File: config.mk
export PLATFORM = sky130hd
export DESIGN_NAME = upper_triangular_unpack
export DESIGN_NICKNAME = d
export VERILOG_FILES = /design/src/rtl/upper_triangular_unpack.sv
export SDC_FILE = /design/constraint.sdc
export NUM_CORES = 1
export LEC_CHECK = 0
export CORE_MARGIN = 2
export CORE_UTILIZATION = 61
export DETAILED_ROUTE_END_ITERATION = 12
export PLACE_DENSITY = 0.79
export SYNTH_ARGS = -nofsm -noshare
export SYNTH_HDL_FRONTEND = slang
export SYNTH_SLANG_ARGS = --single-unit
File: constraint.sdc
create_clock -name clk -period 3.6 [get_ports clk]
set_clock_uncertainty 0.05 [all_clocks]
set_input_delay 0.54 -clock clk [delete_from_list [all_inputs] [get_ports clk]]
set_output_delay 0.54 -clock clk [all_outputs]
set_load 0.01 [all_outputs]
File: src/rtl/upper_triangular_unpack.sv
// upper_triangular_unpack
// Rebuilds a full SIZE x SIZE matrix from a packed row-major stream of its
// upper triangle, then streams the full matrix out row-major.
// Build option: define SYMMETRIC_MIRROR_EN to mirror every upper-triangle write
// into the lower triangle (symmetric output). Without it the lower triangle
// stays zero.
module upper_triangular_unpack #(
   parameter int SIZE       = 4,
   parameter int DATA_WIDTH = 32
) (
   input  logic                  clk,
   input  logic                  rst,
   input  logic [DATA_WIDTH-1:0] in_tdata,
   input  logic                  in_tvalid,
   output logic                  in_tready,
   output logic [DATA_WIDTH-1:0] out_tdata,
   input  logic                  out_tready,
   output logic                  out_tvalid,
   output logic                  out_tlast
);

   localparam int RW = $clog2(SIZE);
   localparam int EW = $clog2(SIZE*SIZE+1);
   localparam logic [RW-1:0] LAST_IDX      = RW'(SIZE-1);
   localparam logic [EW-1:0] LAST_BEAT     = EW'(SIZE*SIZE-1);
   localparam logic [EW-1:0] PRE_LAST_BEAT = EW'(SIZE*SIZE-2);

   typedef enum logic {ST_LOAD = 1'b0, ST_EMIT = 1'b1} state_t;

   state_t                state_q, state_d;
   logic [RW-1:0]         lr_q, lr_d, lc_q, lc_d;
   logic [RW-1:0]         er_q, er_d, ec_q, ec_d;
   logic [RW-1:0]         nr, nc;
   logic [EW-1:0]         e_q, e_d;
   logic                  in_tready_q, in_tready_d;
   logic                  out_tvalid_q, out_tvalid_d;
   logic                  out_tlast_q, out_tlast_d;
   logic [DATA_WIDTH-1:0] out_tdata_q, out_tdata_d;
   logic [DATA_WIDTH-1:0] mat_q [SIZE][SIZE];

   logic load_fire, last_load, emit_fire, last_emit;

   assign load_fire = (state_q == ST_LOAD) && in_tvalid && in_tready_q;
   assign last_load = (lr_q == LAST_IDX) && (lc_q == LAST_IDX);
   assign emit_fire = out_tvalid_q && out_tready;
   assign last_emit = (e_q == LAST_BEAT);

   assign in_tready  = in_tready_q;
   assign out_tvalid = out_tvalid_q;
   assign out_tdata  = out_tdata_q;
   assign out_tlast  = out_tlast_q;

   // Matrix storage: cleared on reset, written only while loading
   always_ff @(posedge clk or negedge rst) begin
      if (!rst) begin
         for (int r = 0; r < SIZE; r++) begin
            for (int c = 0; c < SIZE; c++) begin
               mat_q[r][c] <= '0;
            end
         end
      end else if (load_fire) begin
         mat_q[lr_q][lc_q] <= in_tdata;
`ifdef SYMMETRIC_MIRROR_EN
         if (lr_q != lc_q) begin
            mat_q[lc_q][lr_q] <= in_tdata;
         end
`endif
      end
   end

   // State, counters and registered outputs
   always_ff @(posedge clk or negedge rst) begin
      if (!rst) begin
         state_q      <= ST_LOAD;
         lr_q         <= '0;
         lc_q         <= '0;
         er_q         <= '0;
         ec_q         <= '0;
         e_q          <= '0;
         in_tready_q  <= 1'b1;
         out_tvalid_q <= 1'b0;
         out_tlast_q  <= 1'b0;
         out_tdata_q  <= '0;
      end else begin
         state_q      <= state_d;
         lr_q         <= lr_d;
         lc_q         <= lc_d;
         er_q         <= er_d;
         ec_q         <= ec_d;
         e_q          <= e_d;
         in_tready_q  <= in_tready_d;
         out_tvalid_q <= out_tvalid_d;
         out_tlast_q  <= out_tlast_d;
         out_tdata_q  <= out_tdata_d;
      end
   end

   // Next state: leave LOAD on the last packed element, leave EMIT on the tlast beat
   always_comb begin
      state_d = state_q;
      case (state_q)
         ST_LOAD: if (load_fire && last_load) state_d = ST_EMIT;
         ST_EMIT: if (emit_fire && last_emit) state_d = ST_LOAD;
         default: state_d = ST_LOAD;
      endcase
   end

   // Counter and output next values; the next beat is pre-read from storage
   always_comb begin
      lr_d         = lr_q;
      lc_d         = lc_q;
      er_d         = er_q;
      ec_d         = ec_q;
      e_d          = e_q;
      in_tready_d  = in_tready_q;
      out_tvalid_d = out_tvalid_q;
      out_tlast_d  = out_tlast_q;
      out_tdata_d  = out_tdata_q;
      if (ec_q == LAST_IDX) begin
         nr = er_q + 1'b1;
         nc = '0;
      end else begin
         nr = er_q;
         nc = ec_q + 1'b1;
      end
      case (state_q)
         ST_LOAD: begin
            if (load_fire) begin
               if (last_load) begin
                  // Final element lands in storage on this edge; it is emitted last,
                  // so the first beat can already be read here.
                  lr_d         = '0;
                  lc_d         = '0;
                  er_d         = '0;
                  ec_d         = '0;
                  e_d          = '0;
                  in_tready_d  = 1'b0;
                  out_tvalid_d = 1'b1;
                  out_tlast_d  = 1'b0;
                  out_tdata_d  = mat_q[0][0];
               end else if (lc_q == LAST_IDX) begin
                  // Next row starts on its diagonal
                  lr_d = lr_q + 1'b1;
                  lc_d = lr_q + 1'b1;
               end else begin
                  lc_d = lc_q + 1'b1;
               end
            end
         end
         ST_EMIT: begin
            if (emit_fire) begin
               if (last_emit) begin
                  er_d         = '0;
                  ec_d         = '0;
                  e_d          = '0;
                  in_tready_d  = 1'b1;
                  out_tvalid_d = 1'b0;
                  out_tlast_d  = 1'b0;
               end else begin
                  er_d        = nr;
                  ec_d        = nc;
                  e_d         = e_q + 1'b1;
                  out_tdata_d = mat_q[nr][nc];
                  out_tlast_d = (e_q == PRE_LAST_BEAT);
               end
            end
         end
         default: ;
      endcase
   end

endmodule

; ---- Word level (Yosys, flattened, before mapping)
; Cells that the tools add are included.
[word_totals]
regBits = 561
inputBits = 36
word_cells = 117
[op_classes]
addsub = 5
n_lt_le_gt_ge = 6
n_eq_ne = 10
n_mux = 51
bitwise = 5
reduce_logical = 14
[op_table]
columns = op, count
row1 = bitwise mux 512 bit, 1
row2 = 2-to-1 mux 128 bit, 3
row3 = binary-select mux 128 bit (select 2 bit), 1
row4 = demux 128 bit (select 2 bit), 1
row5 = 2-to-1 mux 32 bit, 7
row6 = binary-select mux 32 bit (select 2 bit), 1
row7 = demux 32 bit (select 2 bit), 1
row8 = case mux 32 bit (2 select lines), 1
row9 = 2-to-1 mux 2 bit, 12
row10 = 2-to-1 mux 5 bit, 4
row11 = "greater-or-equal comparator 3 bit, second input constant", 4
row12 = 2-to-1 mux 1 bit, 12
row13 = NOT 2 -> 3 bit, 4
row14 = "== test 5 x 4 -> 1 bit, second input constant", 2
row15 = case mux 5 bit (2 select lines), 1
row16 = "adder 2 x 1 -> 2 bit, second input constant", 4
row17 = logical AND 1 bit, 8
row18 = case mux 1 bit (2 select lines), 4
row19 = case mux 2 bit (2 select lines), 2
row20 = AND reduction 4 bit, 2
row21 = "== test 2 bit, second input constant", 3
row22 = "less-than comparator 3 x 1 -> 1 bit, second input constant", 2
row23 = "inequality test 2 bit, second input constant", 3
row24 = AND reduction 3 bit, 2
row25 = 5 further kinds, 6

; ---- Logic depth before layout (Yosys ltp)
[depth]
word_depth = 12
depth_mapped = 9

; ---- Worst setup path before layout
; No wires, ideal clock.
[synth_path]
kind = reg2reg
start = register ec_q[0]
end = register out_tdata_q[11] (netlist: out_tdata[11])
setup_ps = 123
arrival_ps = 1841
required_ps = 3427
slack_ps = 1586
stages_incl_launch_ff = 8
path_buffers = 3
synth_period_minus_slack_ps = 2014
path_cell_list = dfrtp_1 > ha_1 > buf_2 > buf_1 > clkbuf_1 > o221ai_1 > a31oi_1 > a21oi_1
[synth_via]
elab_chain_cells = 12
word_cells_on_any_way = 15
cone_classes = add/sub (1) / eq/ne (1) / mux (11) / bitwise (2)
[synth_lines]
columns = item, line_no
row1 = from (decl), 32  ; logic [RW-1:0] er_q, er_d, ec_q, ec_d;
row2 = from (signal assigned), 78  ; ec_q <= '0;
row3 = from (signal assigned), 89  ; ec_q <= ec_d;
row4 = == test 2 bit, 119  ; if (ec_q == LAST_IDX) begin
row5 = 2-to-1 mux 2 bit, 119
row6 = NOT 2 -> 3 bit (not written as such), 163  ; out_tdata_d = mat_q[nr][nc];
row7 = binary-select mux 128 bit (select 2 bit), 163
row8 = 2-to-1 mux 128 bit (not written as such) (2 in a row), 163
row9 = binary-select mux 32 bit (select 2 bit) *, 163
row10 = 2-to-1 mux 32 bit (not written as such) * (2 in a row), 163
row11 = 2-to-1 mux 32 bit *, 152  ; if (last_emit) begin
row12 = 2-to-1 mux 32 bit *, 151  ; if (emit_fire) begin
row13 = case mux 32 bit (2 select lines) *, 126  ; case (state_q)
row14 = to (signal assigned), 94  ; out_tdata_q <= out_tdata_d;
row15 = to (decl), 38  ; logic [DATA_WIDTH-1:0] out_tdata_q, out_tdata_d;
; Every way passes the cells marked *; elsewhere a longest branch is shown, timed or not. The select of a mux whose other input is x is not followed.
; A chain may end at the register's enable or synchronous reset.

; ---- Worst setup path after layout
[layout_path]
start = register ec_q[0]
end = register out_tdata_q[20] (netlist: out_tdata[20])
; The elaborated chain is that of the path after synthesis.

==> summary by stage <==
Timing
The worst hold slack is 0.0132 ns. Setup violations remaining at the end of the flow were counted as 0. The post-route minimum period is 2.85 ns.

The final hold violation count is 0. The worst pin sits at a relative slew slack of 30.7%. Static timing analysis puts the maximum clock frequency at 0.351 GHz. The final count of pins violating max slew came to 0. The share of the cycle needed by the critical path after routing is 79.2%.

For the pin with the worst max-slew slack, the measured transition is just over 1 ns. Setup repair after global routing left no endpoint under its margin. After routing, the total negative slack on setup checks comes to 0 ns.

Synth
In the post-synthesis netlist, the biggest area contributors are sky130_fd_sc_hd__dfrtp_1 52%, sky130_fd_sc_hd__mux2_2 18%, sky130_fd_sc_hd__mux2i_1 9.7%, sky130_fd_sc_hd__mux2_1 2.2%, sky130_fd_sc_hd__nand2_1 1.6%. Synthesis handed over a netlist of 2143 instances. The top cell type by area accounts for between 50% and 60% of the synthesized area. The biggest area contributor in the post-synthesis netlist is sky130_fd_sc_hd__dfrtp_1.

The post-synthesis cell area is 27100 µm². The synthesized area per cell is 12.6 µm². The synthesized design contains 561 register bits. The fraction of the yosys area taken by sequential cells is 51.8%. The share of flip-flops with an asynchronous set or reset after synthesis is 100%.

The synthesized design contains 0 enable-type register cells. Yosys mapped the design onto 46 distinct sky130hd cell types. The total number of yosys warnings is 0. Among all flip-flop cells after synthesis, the most frequent one is sky130_fd_sc_hd__dfrtp_1. When the netlist entered floorplanning its net count stood at 2190.

Drt
After detailed routing, the number of vias per cell comes to approximately 6.7. The number of design rule violations left after detail routing is 0. The final layout contains routed wiring with a total length of 72100 µm. The residual antenna-violating net count after detailed routing is 0. In the final routed layout, each cell accounts on average for approximately 26 µm. The starting DRC count in detailed routing is 1624. The via count is 18.5k. The number of optimization iterations in the first detailed-route pass is 8.

Cells and area
Relative to the synthesized area, the layout overhead comes to 12.2%. In the final layout, the share of cells above drive strength 1 is ~29%. The final layout contains 2197 nets.

The count of fill cells added during filler insertion is about 3.1k.

Clock network
The CTS tree is done. In this run the clock root is driven by a sky130_fd_sc_hd__clkbuf_16. The clock passes through at most 3 buffers. At the later pin of the worst-skew pair, clock insertion delay measures around 0.62 ns.

After clock tree synthesis, the clock-pin slew on the worst setup and hold paths is 0.06 ns. The number of clock sinks seen by CTS is 561. TritonCTS created 56 clock buffers.

The number of hold buffers added after CTS is 0. The count of H-tree levels built during CTS is 2. After clock tree synthesis, the setup repair step added 0 buffers. After clock tree synthesis, the repair step resized 0 gates.

Power and ir drop
For this design the total switching power over the nets is 2.64 mW. Dividing total power by cell area gives a power density of just over 400 nW/µm². The clock network fraction of total power is 47.0%. The share of total power dissipated in combinational logic is 2.2%. The leakage power total is 13.9 nW. The largest voltage drop on the vdd net is 386 µV. The share of total power dissipated in sequential elements is about half. Internal power comes to 9.77 mW. Net switching is between 20% and 30% of the power.

Job
The count of maximum capacitance violations is 0.

Die
The die covers around 46000 µm². The number of top-level pins is 71. The total area inside the core boundary comes to 44000 µm². The horizontal die dimension is 215 µm. The number of cell rows is 77. The height of the die is about 210 µm. The initial utilization of the core area, before any placement, comes to 61.6%.

Placement
The count of buffers added on input and output ports is 70. The routability-driven placement congestion ratio is 0.819. Summed over all nets, the half-perimeter wirelength after detailed placement is 42800 µm.

Global routing
The global routing usage summed across all routing layers is 31.6%. The number of antenna violations at the first check in global routing is 2. Entering global routing, the biggest net connects approximately 120 pins. The via count of the first global-routing pass came to 19.5k. The first-pass GRT wire length is roughly 110000 µm. The final global-route overflow total is 0.

Critical path
The largest individual stage delay along the critical path comes from the cell sky130_fd_sc_hd__nor2b_2. Traced cell by cell, the critical path runs through ha_2, nor2b_2, buf_4, a22oi_1, a31oi_1, a21oi_1. The top fanout value on the critical path is 14.

The critical path is of the reg -> reg type. On the worst path, the slowest cell contributes a delay of 0.80 ns. For the worst setup path, the data required time is roughly 4.0 ns. The element type at the critical path end is a flip-flop. The data arrival at the endpoint of the critical path is 3.28 ns. The worst setup path is launched from a flip-flop.

Status
The flow ran to the end, and the final reports show no timing, DRC or antenna violations.

Hold path
The class of the worst hold path is in -> async.
## critical path: cells and delay by family (launching register included)
| family | cells | cell delay, ns |
|---|---|---|
| adders and majority gates | 1 | 0.59 |
| and+or+nand+nor | 1 | 0.80 |
| buffers and inverters | 1 | 0.40 |
| DFF | 1 | 0.44 |
| AOI/OAI and AO/OA | 3 | 0.42 |
## placed cells by master (no fill, tap or decap), types with 5 or more instances in the layout
| cell type | instances |
|---|---|
| sky130_fd_sc_hd__clkdlybuf4s50_1 | 69 |
| sky130_fd_sc_hd__o21ai_0 | 10 |
| sky130_fd_sc_hd__a211oi_1 | 27 |
| sky130_fd_sc_hd__nand2b_1 | 5 |
| sky130_fd_sc_hd__or3_1 | 29 |
| sky130_fd_sc_hd__mux2i_1 | 264 |
| sky130_fd_sc_hd__a31oi_1 | 37 |
| sky130_fd_sc_hd__nand3_2 | 15 |
| sky130_fd_sc_hd__mux2_2 | 429 |
| sky130_fd_sc_hd__nand2_1 | 114 |
| sky130_fd_sc_hd__a221oi_1 | 44 |
| sky130_fd_sc_hd__clkbuf_1 | 9 |
| sky130_fd_sc_hd__o221ai_1 | 32 |
| sky130_fd_sc_hd__clkinv_2 | 8 |
| sky130_fd_sc_hd__ha_1 | 10 |
| sky130_fd_sc_hd__buf_4 | 49 |
| sky130_fd_sc_hd__nor2_1 | 35 |
| sky130_fd_sc_hd__o211ai_1 | 57 |
| sky130_fd_sc_hd__dfrtp_1 | 558 |
| sky130_fd_sc_hd__a21oi_1 | 42 |
| sky130_fd_sc_hd__clkbuf_16 | 57 |
| sky130_fd_sc_hd__clkbuf_8 | 19 |
| sky130_fd_sc_hd__buf_12 | 24 |
| sky130_fd_sc_hd__nor2b_1 | 31 |
| sky130_fd_sc_hd__o22ai_1 | 32 |
| sky130_fd_sc_hd__a221oi_2 | 10 |
| sky130_fd_sc_hd__a22oi_1 | 33 |
| sky130_fd_sc_hd__inv_1 | 32 |
| sky130_fd_sc_hd__mux2_1 | 53 |
| sky130_fd_sc_hd__nand3_1 | 7 |
## synth_stat cells (all sizes together) (27+ instances only)
cell type,number
o22ai,32
a22oi,33
clkbuf,77
o211ai,57
nor2b,32
a31oi,38
o221ai,32
buf,117
inv,34
dfrtp,560
nand2,115
a221oi,54
mux2,482
or3,29
a211oi,27
mux2i,264
nor2,37
a21oi,43
## power groups by stage
stage          registers (mW)  clock network, mW  logic, mW
2_1_floorplan            6.42                  0     0.0415
3_3_place_gp             6.42                  0      0.269
3_5_place_dp             6.42                  0      0.277
4_1_cts                  6.31               5.89      0.278
5_1_grt                  6.30               6.12      0.307
6_report                 6.31               5.83      0.272
## routing by layer
layer / vias up / global-route usage (%) / wire, µm
li1: 7940 / - / -
met1: 9644 / 42.1 / 29500
met2: 775 / 51.5 / 34400
met3: 188 / 5.36 / 5560
met4: 2 / 13.2 / 2660
met5: - / 0 / 15
## final cells by class
cell class              instances  area [µm²]  area share [%]
well taps                     592         741            2.44
clock inverters                12         115           0.378
multi-input cells            1354       12100            39.8
repair buffers                143        1550            5.11
diodes                          1        2.50         0.00823
inverters                      34         128           0.420
flip-flops and latches        561       14000            46.2
clock buffers                  85        1720            5.66
## logic make-up after synthesis
group / synth area share [%]
mux: 29.8
flops: 51.8
compound gates: 9.35
simple gates: 4.43
buf+inv: 4.08
fa+ha+maj: 0.508
xor+xnor: 0.0646
## worst paths after layout
| kind | cells after the start | endpoint | startpoint | slack [ns] |
|---|---|---|---|---|
| max in group asynchronous | 2 | er_q[0] | rst | 2.55 |
| min in group clk | 2 | mat_q[8] | mat_q[8] | 0.43 |
| worst max register to register | 6 | out_tdata[20] | ec_q[0] | 0.75 |
| worst max-delay path | 6 | out_tdata[20] | ec_q[0] | 0.75 |
| worst min-delay path | 1 | mat_q[391] | rst | 0.01 |
| worst min register to register | 2 | mat_q[8] | mat_q[8] | 0.43 |
## state kept, by name, summed over array words and instances (netlist names)
signal and cells:
out_tlast 1, e_q 5, in_tready 1, out_tvalid 1, out_tdata 32, lr_q 2, ec_q 2, mat_q 512
state_q 1, lc_q 2, er_q 2
## per-stage QoR
stage	cells	worst slack [ns]	power [mW]	instance area, µm²	utilization [%]
2_1_floorplan	2143	1.59	6.46	27100	-
3_3_place_gp	2684	0.509	6.69	28600	64.9
3_5_place_dp	2684	0.387	6.70	28600	64.9
4_1_cts	2781	0.834	12.5	30400	69.1
5_1_grt	2782	0.681	12.7	30400	69.1
6_report	2782	0.750	12.4	30400	69.1
(Power assumes the default switching activity.)
